`config.mk`:
```
export PLATFORM = sky130hd
export DESIGN_NAME = muldiv_sched
export DESIGN_NICKNAME = d
export VERILOG_FILES = /design/src/rtl/muldiv_sched.sv
export SDC_FILE = /design/constraint.sdc
export NUM_CORES = 1
export LEC_CHECK = 0
export CAP_MARGIN = 20
export CORE_MARGIN = 2
export CORE_UTILIZATION = 49
export DETAILED_ROUTE_END_ITERATION = 16
export PLACE_DENSITY = 0.92
export SYNTH_ARGS = -nofsm -noshare
export SYNTH_HDL_FRONTEND = slang
export SYNTH_SLANG_ARGS = --single-unit
```
`constraint.sdc`:
```
create_clock -name clk -period 7.1 [get_ports clk]
set_clock_uncertainty 0.05 [all_clocks]
set_input_delay 1.775 -clock clk [delete_from_list [all_inputs] [get_ports clk]]
set_output_delay 1.775 -clock clk [all_outputs]
set_load 0.005 [all_outputs]
```
`src/rtl/muldiv_sched.sv`:
```
// Scheduler for the shared HI/LO multiplier/divider of a dual-issue execute stage.
// Optional build macro MULDIV_FASTZERO_EN: zero-operand ops complete without using a unit.
module muldiv_sched #(
  parameter int unsigned WATCHDOG = 64
) (
  input  logic         clk,
  input  logic         resetn,
  input  logic [5:0]   op_i,
  input  logic [63:0]  a_i,
  input  logic [63:0]  b_i,
  input  logic         flush_i,
  input  logic         stall_i,
  output logic         mul_valid_o,
  output logic         div_valid_o,
  output logic [31:0]  unit_a_o,
  output logic [31:0]  unit_b_o,
  input  logic         mul_done_i,
  input  logic [63:0]  mul_c_i,
  input  logic         div_done_i,
  input  logic [63:0]  div_c_i,
  output logic [127:0] hilo_o,
  output logic [1:0]   hilo_vld_o,
  output logic         e_wait,
  output logic         wd_err_o
);

  localparam int unsigned CW = (WATCHDOG > 1) ? $clog2(WATCHDOG) : 1;

  typedef enum logic [1:0] {S_IDLE, S_RUN, S_GAP, S_DONE} state_e;

  function automatic logic is_mul(input logic [2:0] op);
    return (op == 3'd1) || (op == 3'd2);
  endfunction

  function automatic logic is_div(input logic [2:0] op);
    return (op == 3'd3) || (op == 3'd4);
  endfunction

  function automatic logic is_sgn(input logic [2:0] op);
    return (op == 3'd1) || (op == 3'd3);
  endfunction

  function automatic logic [31:0] mag(input logic [31:0] v, input logic sgn);
    return (sgn && v[31]) ? (~v + 32'd1) : v;
  endfunction

`ifdef MULDIV_FASTZERO_EN
  function automatic logic fast_zero(input logic [2:0] op, input logic [31:0] a,
                                     input logic [31:0] b);
    return (is_mul(op) && ((a == '0) || (b == '0))) || (is_div(op) && (a == '0));
  endfunction
`endif

  state_e         state_q, state_d;
  logic           cur_q, cur_d;
  logic [1:0]     pend_q, pend_d;
  logic [5:0]     op_q, op_d;
  logic [63:0]    a_q, a_d, b_q, b_d;
  logic [127:0]   hilo_q, hilo_d;
  logic [CW-1:0]  cnt_q, cnt_d;
  logic           wd_err_q, wd_err_d;

  logic [1:0]     pend_in;
  logic [2:0]     cur_op;
  logic [31:0]    cur_a, cur_b;
  logic           sel_done;
  logic [31:0]    quo, rem;
  logic [63:0]    fixed_res;
`ifdef MULDIV_FASTZERO_EN
  logic [2:0]     idle_op;
  logic [31:0]    idle_a, idle_b;
`endif

  // Slot s lives at op_i[3s+2:3s], a_i/b_i[32s+31:32s]; slot 1 is the older instruction.
  always_comb begin
    pend_in  = {is_mul(op_i[5:3]) || is_div(op_i[5:3]),
                is_mul(op_i[2:0]) || is_div(op_i[2:0])};
    cur_op   = cur_q ? op_q[5:3]  : op_q[2:0];
    cur_a    = cur_q ? a_q[63:32] : a_q[31:0];
    cur_b    = cur_q ? b_q[63:32] : b_q[31:0];
    sel_done = is_mul(cur_op) ? mul_done_i : div_done_i;
    quo      = div_c_i[31:0];
    rem      = div_c_i[63:32];
    if (is_mul(cur_op)) begin
      fixed_res = (is_sgn(cur_op) && (cur_a[31] ^ cur_b[31])) ? (~mul_c_i + 64'd1) : mul_c_i;
    end else begin
      if (is_sgn(cur_op) && (cur_a[31] ^ cur_b[31])) quo = ~quo + 32'd1;
      if (is_sgn(cur_op) && cur_a[31])               rem = ~rem + 32'd1;
      fixed_res = {rem, quo};
    end
  end

  always_comb begin
    state_d  = state_q;
    cur_d    = cur_q;
    pend_d   = pend_q;
    op_d     = op_q;
    a_d      = a_q;
    b_d      = b_q;
    hilo_d   = hilo_q;
    cnt_d    = cnt_q;
    wd_err_d = wd_err_q;
`ifdef MULDIV_FASTZERO_EN
    idle_op  = pend_in[1] ? op_i[5:3]  : op_i[2:0];
    idle_a   = pend_in[1] ? a_i[63:32] : a_i[31:0];
    idle_b   = pend_in[1] ? b_i[63:32] : b_i[31:0];
`endif
    unique case (state_q)
      S_IDLE: begin
        if (pend_in != '0) begin
          op_d    = op_i;
          a_d     = a_i;
          b_d     = b_i;
          pend_d  = pend_in;
          cur_d   = pend_in[1];
          cnt_d   = '0;
          state_d = S_RUN;
`ifdef MULDIV_FASTZERO_EN
          if (fast_zero(idle_op, idle_a, idle_b)) begin
            if (pend_in[1]) hilo_d[127:64] = '0;
            else            hilo_d[63:0]   = '0;
            if (pend_in == 2'b11) begin
              cur_d   = 1'b0;
              state_d = S_GAP;
            end else begin
              state_d = S_DONE;
            end
          end
`endif
        end
      end
      S_RUN: begin
        cnt_d = cnt_q + CW'(1);
        if (sel_done || (cnt_q == CW'(WATCHDOG - 1))) begin
          if (cur_q) hilo_d[127:64] = sel_done ? fixed_res : '0;
          else       hilo_d[63:0]   = sel_done ? fixed_res : '0;
          if (!sel_done) wd_err_d = 1'b1;
          if (cur_q && pend_q[0]) begin
            cur_d   = 1'b0;
            state_d = S_GAP;
          end else begin
            state_d = S_DONE;
          end
        end
      end
      S_GAP: begin
        cnt_d   = '0;
        state_d = S_RUN;
`ifdef MULDIV_FASTZERO_EN
        if (fast_zero(cur_op, cur_a, cur_b)) begin
          hilo_d[63:0] = '0;
          state_d      = S_DONE;
        end
`endif
      end
      S_DONE: begin
        if (!stall_i) state_d = S_IDLE;
      end
      default: state_d = S_IDLE;
    endcase
    // Flush discards any result or error that would have landed this cycle.
    if (flush_i) begin
      state_d  = S_IDLE;
      hilo_d   = hilo_q;
      wd_err_d = wd_err_q;
    end
  end

  always_ff @(posedge clk or negedge resetn) begin
    if (!resetn) begin
      state_q  <= S_IDLE;
      cur_q    <= 1'b0;
      pend_q   <= '0;
      op_q     <= '0;
      a_q      <= '0;
      b_q      <= '0;
      hilo_q   <= '0;
      cnt_q    <= '0;
      wd_err_q <= 1'b0;
    end else begin
      state_q  <= state_d;
      cur_q    <= cur_d;
      pend_q   <= pend_d;
      op_q     <= op_d;
      a_q      <= a_d;
      b_q      <= b_d;
      hilo_q   <= hilo_d;
      cnt_q    <= cnt_d;
      wd_err_q <= wd_err_d;
    end
  end

  always_comb begin
    mul_valid_o = (state_q == S_RUN) && is_mul(cur_op);
    div_valid_o = (state_q == S_RUN) && is_div(cur_op);
    unit_a_o    = mag(cur_a, is_sgn(cur_op));
    unit_b_o    = mag(cur_b, is_sgn(cur_op));
    hilo_o      = hilo_q;
    hilo_vld_o  = (state_q == S_DONE) ? pend_q : '0;
    e_wait      = ((state_q == S_IDLE) && (pend_in != '0)) ||
                  (state_q == S_RUN) || (state_q == S_GAP);
    wd_err_o    = wd_err_q;
  end

endmodule

```
==> results by group, run 1 <==
Outcome
  – Status: finished, final reports clean

Finish
  – Count of non-filler cells in the finished layout: 2536
  – Commonest non-fill, non-tap cell in the layout: clkdlybuf4s50_1
  – Share of layout cells above drive strength 1: about an eighth
  – Design Area, Final: about 22000 um^2
  – Final-layout fill cell count: 2429
  – Syn-to-layout area delta: 37.7%
  – Commonest non-fill, non-tap cells in the layout: 464 x clkdlybuf4s50_1, 273 x dfrtp_1, 151 x nand2_1
  – Layout net count: 2330

Die
  – Row count: 66
  – Die height: 185 um
  – I/O pin total: 466
  – Die area: 34300 um^2
  – Initial Util: 49.6%
  – Die W: 185 um
  – Core Region: 32500 um^2

Global route
  – Largest net degree at the start of global routing: 155
  – Total grt overflow: 0
  – Global route hottest layer: met2
  – Grt met1 use: 35.7%
  – GRT met2 Usage: 58.5%
  – Initial antenna violation count: 22
  – Total Routing Usage GR: 33.5%
  – Met3 usage: between 10% and 20%
  – Vias in the first global route: 15500
  – Global-route wire length before repair: 87.9 mm

Detailed routing
  – Average wire per standard cell: 23.3 um
  – Drt drc: 0
  – Vias per cell: 6.05
  – DRT antenna net count: 0
  – Routed vias: 15300
  – Detailed Route Iter0 Violations: 1120
  – WL final: 59.2 mm
  – DR pass1 iterations: 5

Yosys
  – YS warnings: 0
  – FF+latch count, synth: approximately 270
  – Cells after synthesis: around 1600
  – Syn_area_per_cell: 9.79 um^2
  – Asr flop ratio synth: 100%
  – Sequential area share after synthesis: between 40% and 50%
  – Synth Flop Type: dfrtp_1
  – Leading area contributor after synthesis: dfrtp_1
  – Area share of the largest cell type after synthesis: 42.6%
  – Syn Nets: 1917
  – Synth area leaders: dfrtp_1 43%, mux2_2 9.8%, xnor2_1 5.5%
  – Number of synthesized flops with an enable pin: 0
  – Mapped cell area: roughly 16000 um^2
  – Synth cell types: 65

Setup path
  – Setup crit end kind: output port
  – Reg2reg end: hilo_o[33]
  – Worst Reg2Reg Path Length in Cells: 9
  – CP max FO: 54
  – WP data arrival: around 4.4 ns
  – Reg2Reg Setup Slack: 2.10 ns
  – Largest stage delay, worst path: ~0.85 ns
  – Worst setup path class: reg2out
  – Reg-to-Reg Start: cur_q
  – Crit path launch type: flop
  – Slowest CP cell: dfrtp_4
  – Cell Chain, Critical Path: mux2i_1 -> ha_1 -> o211ai_1 -> or4_1 -> nor2_1 -> nand3_1 -> o21ai_1 -> xor2_1 -> clkdlybuf4s50_1
  – CP required: 5.28 ns
  – CP Launch Point: cur_q

STA
  – Slew Viols, Final: 0
  – Fin crit share: 87.1%
  – RSZ-0062 raised after global routing: no
  – Final Setup Violations: 0
  – Min cycle time layout: between 6 and 7 ns
  – Slew @ Worst Pin: 1.07 ns
  – Final hold violation count: 0
  – FMAX: between 150 and 200 MHz
  – Setup TNS: 0 ns
  – Setup ws final: 0.915 ns
  – Slew headroom: 28.7%

Power
  – Pwr Total: 8.72 mW
  – Lkg Pwr: 8.88 nW
  – Power Dens Cells: roughly 390 nW/um^2
  – Peak supply drop: approximately 0.30 mV

Placed design
  – GP Congestion: 0.965
  – Cell count after placement: 2465
  – Hpwl dp: 44.3 mm
  – Place WS: approximately 1.5 ns
  – Buffers on Ports: 465
  – Cell area after placement: 21100 um^2

CTS
  – Clock Path Buffers: 3
  – Post-CTS Resized: 0
  – CTS tree: built
  – Num Clock Sinks: 274
  – Setup bufs post-CTS: 0
  – CTS Hold Buffers Added: 0
  – Worst-Skew Late Latency: 0.56 ns
  – H-tree levels: 1
  – Reg clk slew, reported paths: 0.06 ns
  – CTS root buf: clkbuf_16
  – CTS buffer count: 31

Min path
  – Hold endpoint: hilo_o[3]
  – Hold Crit Class: reg2reg
  – WHS Path Cells: 2
  – Hold_sp: hilo_o[3]

Run
  – Max cap viols: 0
==> cell type report <==
cell class                      count  area, um^2  area share (%)
Clock buffer                       42         877            3.96
Clock inverter                     14         160           0.723
Tap cell                          442         553            2.50
Inverter                           22        82.6           0.373
Sequential cell                   274        6860            31.0
Timing Repair Buffer              482        4810            21.7
Antenna cell                       15        37.5           0.169
Multi-Input combinational cell   1245        8770            39.6
==> through the flow <==
step | util, % | hold slack (ns)
2_1_floorplan | - | 0.388
3_3_place_gp | 64.9 | 0.409
3_5_place_dp | 64.9 | 0.420
4_1_cts | 68.1 | 0.432
5_1_grt | 68.2 | 0.456
6_report | 68.3 | 0.430
==> layer usage <==
| layer | wire (um) | vias to the layer above |
|---|---|---|
| li1 | - | 6809 |
| met1 | 20100 | 7356 |
| met2 | 29000 | 890 |
| met3 | 5890 | 279 |
| met4 | 4080 | 14 |
| met5 | 92 | - |
==> cell usage after synthesis, drive strengths merged (13+ instances only) <==
cell / n
a21oi: 88
a22o: 47
a31oi: 23
a32o: 15
buf: 38
clkbuf: 64
dfrtp: 274
inv: 22
mux2: 140
mux2i: 61
nand2: 153
nand2b: 13
nor2: 107
nor3: 54
nor3b: 13
nor4: 26
o211ai: 15
o21ai: 126
o31ai: 27
or4: 18
xnor2: 101
xor2: 81
==> kinds of logic (layout without fill, tap and decap cells) <==
group           Yosys count  count (layout)  share of synthesized area, %
other cells               0              15                             0
flops                   274             274                          42.6
mux                     201             201                          13.6
simple gates            457             457                          14.2
fa+ha+maj                 6               6                         0.467
xor+xnor                182             182                          9.91
buf+inv                 124             560                          3.16
compound gates          399             399                          16.1
==> worst max-delay path by stage <==
stage               slack [ns]  cells after the start      endpoint
CTS                       0.93                      8  unit_a_o[31]
finish                    0.92                      9  unit_b_o[26]
floorplan                 1.60                     15  unit_b_o[16]
global placement          1.63                      7        e_wait
detailed placement        1.55                      8  unit_a_o[31]
global route              0.65                      8  unit_a_o[31]
==> critical path: cells and delay by family, from the launching register on <==
family                     cells  cell delay (ns)
and+or+nand+nor                3             1.10
DFF                            1             0.85
buffers and inverters          1             0.54
muxes                          1             0.46
AOI/OAI and AO/OA              2             0.33
adders and majority gates      1             0.28
xor gates and xnor gates       1             0.21
==> power breakdown <==
group	leakage (nW)	internal, mW	switching (mW)
clock network	0.507	0.971	0.676
logic	4.97	2.33	2.13
registers	3.39	2.12	0.494
total	8.88	5.42	3.30
==> registers in the layout, summed over array words and instances (netlist names), 2 cells and up <==
| register | cells |
|---|---|
| a_q | 64 |
| b_q | 64 |
| cnt_q | 6 |
| hilo_o | 128 |
| op_q | 6 |
| pend_q | 2 |
| state_q | 2 |
Power figures use the tool's default switching activity.
==> run 2, diff against run 1 <==
--- a/config.mk
+++ b/config.mk
@@ -6,8 +6,9 @@
 export NUM_CORES = 1
 export LEC_CHECK = 0
 export CAP_MARGIN = 20
-export CORE_MARGIN = 2
+export CORE_MARGIN = 8
 export CORE_UTILIZATION = 49
+export CTS_CLUSTER_SIZE = 10
 export DETAILED_ROUTE_END_ITERATION = 16
 export PLACE_DENSITY = 0.92
 export SYNTH_ARGS = -nofsm -noshare
==> run 2 against run 1 <==
Effect of this change: fmax grew 2.1%; final area shrank 0.41%; combinational power grew 2%; non-clock buffer count is the same; die area grew 13%; critical endpoint is now unit_b_o[23].
==> results by group, run 2 (synthesis gave the netlist of run 1 again) <==
Outcome
  – Status: finished, final reports clean

Power
  – Gate power share: roughly half
  – Clk network pwr share: 18.1%
  – Sw Pwr: 3.34 mW
  – Switching share of power: 38.3%
  – Power Dens Cells: 395 nW/um^2
  – Peak supply drop: 0.311 mV
  – Lkg Pwr: 8.83 nW
  – Internal: 5.38 mW
  – Seq pwr share: 30.0%

Global route
  – Global-route wire length before repair: 93.4 mm
  – Total Routing Usage GR: 31.0%
  – Vias in the first global route: 15700
  – Initial antenna violation count: 24
  – Largest net degree at the start of global routing: 154
  – Total grt overflow: 0

Setup path
  – WP data arrival: 4.23 ns
  – Crit path launch type: flop
  – CP max FO: 44
  – CP required: between 5 and 6 ns
  – Setup crit end kind: output port
  – Worst Reg2Reg Path Length in Cells: 8
  – Worst setup path class: reg2out

CTS
  – CTS root buf: clkbuf_16
  – Reg clk slew, reported paths: roughly 0.05 ns
  – Setup bufs post-CTS: 0
  – CTS Hold Buffers Added: 0
  – H-tree levels: 2
  – Worst-Skew Late Latency: 0.51 ns
  – CTS tree: built
  – Clock Path Buffers: 3
  – Post-CTS Resized: 0
  – CTS buffer count: 34
  – Num Clock Sinks: between 200 and 300

Detailed routing
  – Drt drc: 0
  – Routed vias: 15200
  – DR pass1 iterations: 5
  – WL final: 62.4 mm
  – DRT antenna net count: 0
  – Vias per cell: 6.02
  – Detailed Route Iter0 Violations: 1131
  – Average wire per standard cell: 24.7 um

Finish
  – Commonest non-fill, non-tap cells in the layout: 464 x clkdlybuf4s50_1, 273 x dfrtp_1, 151 x nand2_1
  – Largest register FFs: 128
  – Share of layout cells above drive strength 1: 11.2%
  – Commonest non-fill, non-tap cell in the layout: clkdlybuf4s50_1
  – Layout net count: 2333
  – Design Area, Final: approximately 22000 um^2
  – Syn-to-layout area delta: 37.1%
  – Fin util: 68.0%

Run
  – Max cap viols: 0

Min path
  – Hold Crit Class: reg2reg
  – WHS Path Cells: 2

STA
  – Final Setup Violations: 0
  – Min cycle time layout: 6.06 ns
  – Setup TNS: 0 ns
  – FMAX: 165 MHz
  – Slew headroom: approximately 27%
  – Slew @ Worst Pin: 1.09 ns
  – Slew Viols, Final: 0
  – Final hold violation count: 0
  – Fin crit share: between 80% and 90%
  – RSZ-0062 raised after global routing: no

Die
  – Initial Util: 49.6%
  – Die W: 197 um
  – Die area: 38900 um^2
  – Row count: 66
  – I/O pin total: 466
  – Die height: ~200 um
  – Core Region: roughly 32000 um^2

Placed design
  – Hpwl dp: 48.1 mm
  – GP Congestion: 0.948
  – Cell area after placement: 21100 um^2
  – Buffers on Ports: 465
run 2: cell count changes in the layout (fill, tap and decap cells not counted), sizes merged:
cell	previous run	this run
bufinv	3	1
clkbuf	42	44
clkinv	6	1
clkinvlp	3	0
diode	15	12
inv	24	22
run 2: critical path, cell delays in order, from the launching register on:
cell	delay, ns
dfrtp_4	0.77
buf_4	0.53
nor3b_1	0.32
o21ai_0	0.18
or4_1	0.57
nor2_1	0.41
a41oi_1	0.20
xnor2_1	0.18
clkdlybuf4s50_1	0.54
run 2: layout make-up:
| class | instances | area [um^2] |
|---|---|---|
| Antenna cell | 12 | 30.0 |
| Tap cell | 442 | 553 |
| Clock inverter | 2 | 46.3 |
| Clock buffer | 44 | 908 |
| Fill cell | 2471 | 10400 |
| Inverter | 22 | 82.6 |
| Timing Repair Buffer | 482 | 4820 |
| Sequential cell | 274 | 6860 |
| Multi-Input combinational cell | 1245 | 8760 |
run 2: path summary, 6_finish.rpt:
kind                            startpoint            to  slack, ns
max in group asynchronous           resetn         cur_q       4.16
min in group asynchronous           resetn       b_q[18]       1.21
worst min register to register   hilo_o[7]     hilo_o[7]       0.43
worst max-delay path                 cur_q  unit_b_o[23]       1.04
worst min-delay path             hilo_o[7]     hilo_o[7]       0.43
worst max register to register       cur_q    hilo_o[28]       2.28
run 2: power by group through the flow:
stage | sequential (mW) | combinational, mW | clock, mW
2_1_floorplan | 2.46 | 2.34 | 0
3_3_place_gp | 2.59 | 4.40 | 0
3_5_place_dp | 2.62 | 4.48 | 0
4_1_cts | 2.60 | 4.52 | 1.60
5_1_grt | 2.67 | 4.84 | 1.66
6_report | 2.61 | 4.53 | 1.58
run 2: metal layers:
metal | part of all wire [%] | track usage, % | vias to the layer above
li1 | - | - | 6791
met1 | 36 | 34.5 | 7399
met2 | 48 | 52.7 | 784
met3 | 10 | 10.5 | 196
met4 | 5.0 | 15.2 | 30
met5 | 0.32 | 0 | -
run 2: stage by stage:
stage | total power [mW] | std cells | hold WS (ns) | setup WS [ns]
2_1_floorplan | 4.80 | 1643 | 0.388 | 1.60
3_3_place_gp | 6.99 | 2464 | 0.406 | 1.63
3_5_place_dp | 7.10 | 2464 | 0.420 | 1.57
4_1_cts | 8.72 | 2510 | 0.431 | 1.02
5_1_grt | 9.18 | 2519 | 0.452 | 0.747
6_report | 8.72 | 2523 | 0.432 | 1.04
==> run 3, diff against run 2 <==
--- a/config.mk
+++ b/config.mk
@@ -11,6 +11,7 @@
 export CTS_CLUSTER_SIZE = 10
 export DETAILED_ROUTE_END_ITERATION = 16
 export PLACE_DENSITY = 0.92
+export SETUP_SLACK_MARGIN = 0.5
 export SYNTH_ARGS = -nofsm -noshare
 export SYNTH_HDL_FRONTEND = slang
 export SYNTH_SLANG_ARGS = --single-unit
==> results of run 3 <==
Same layout as run 2: the final DEF is identical, and so are final timing and power.
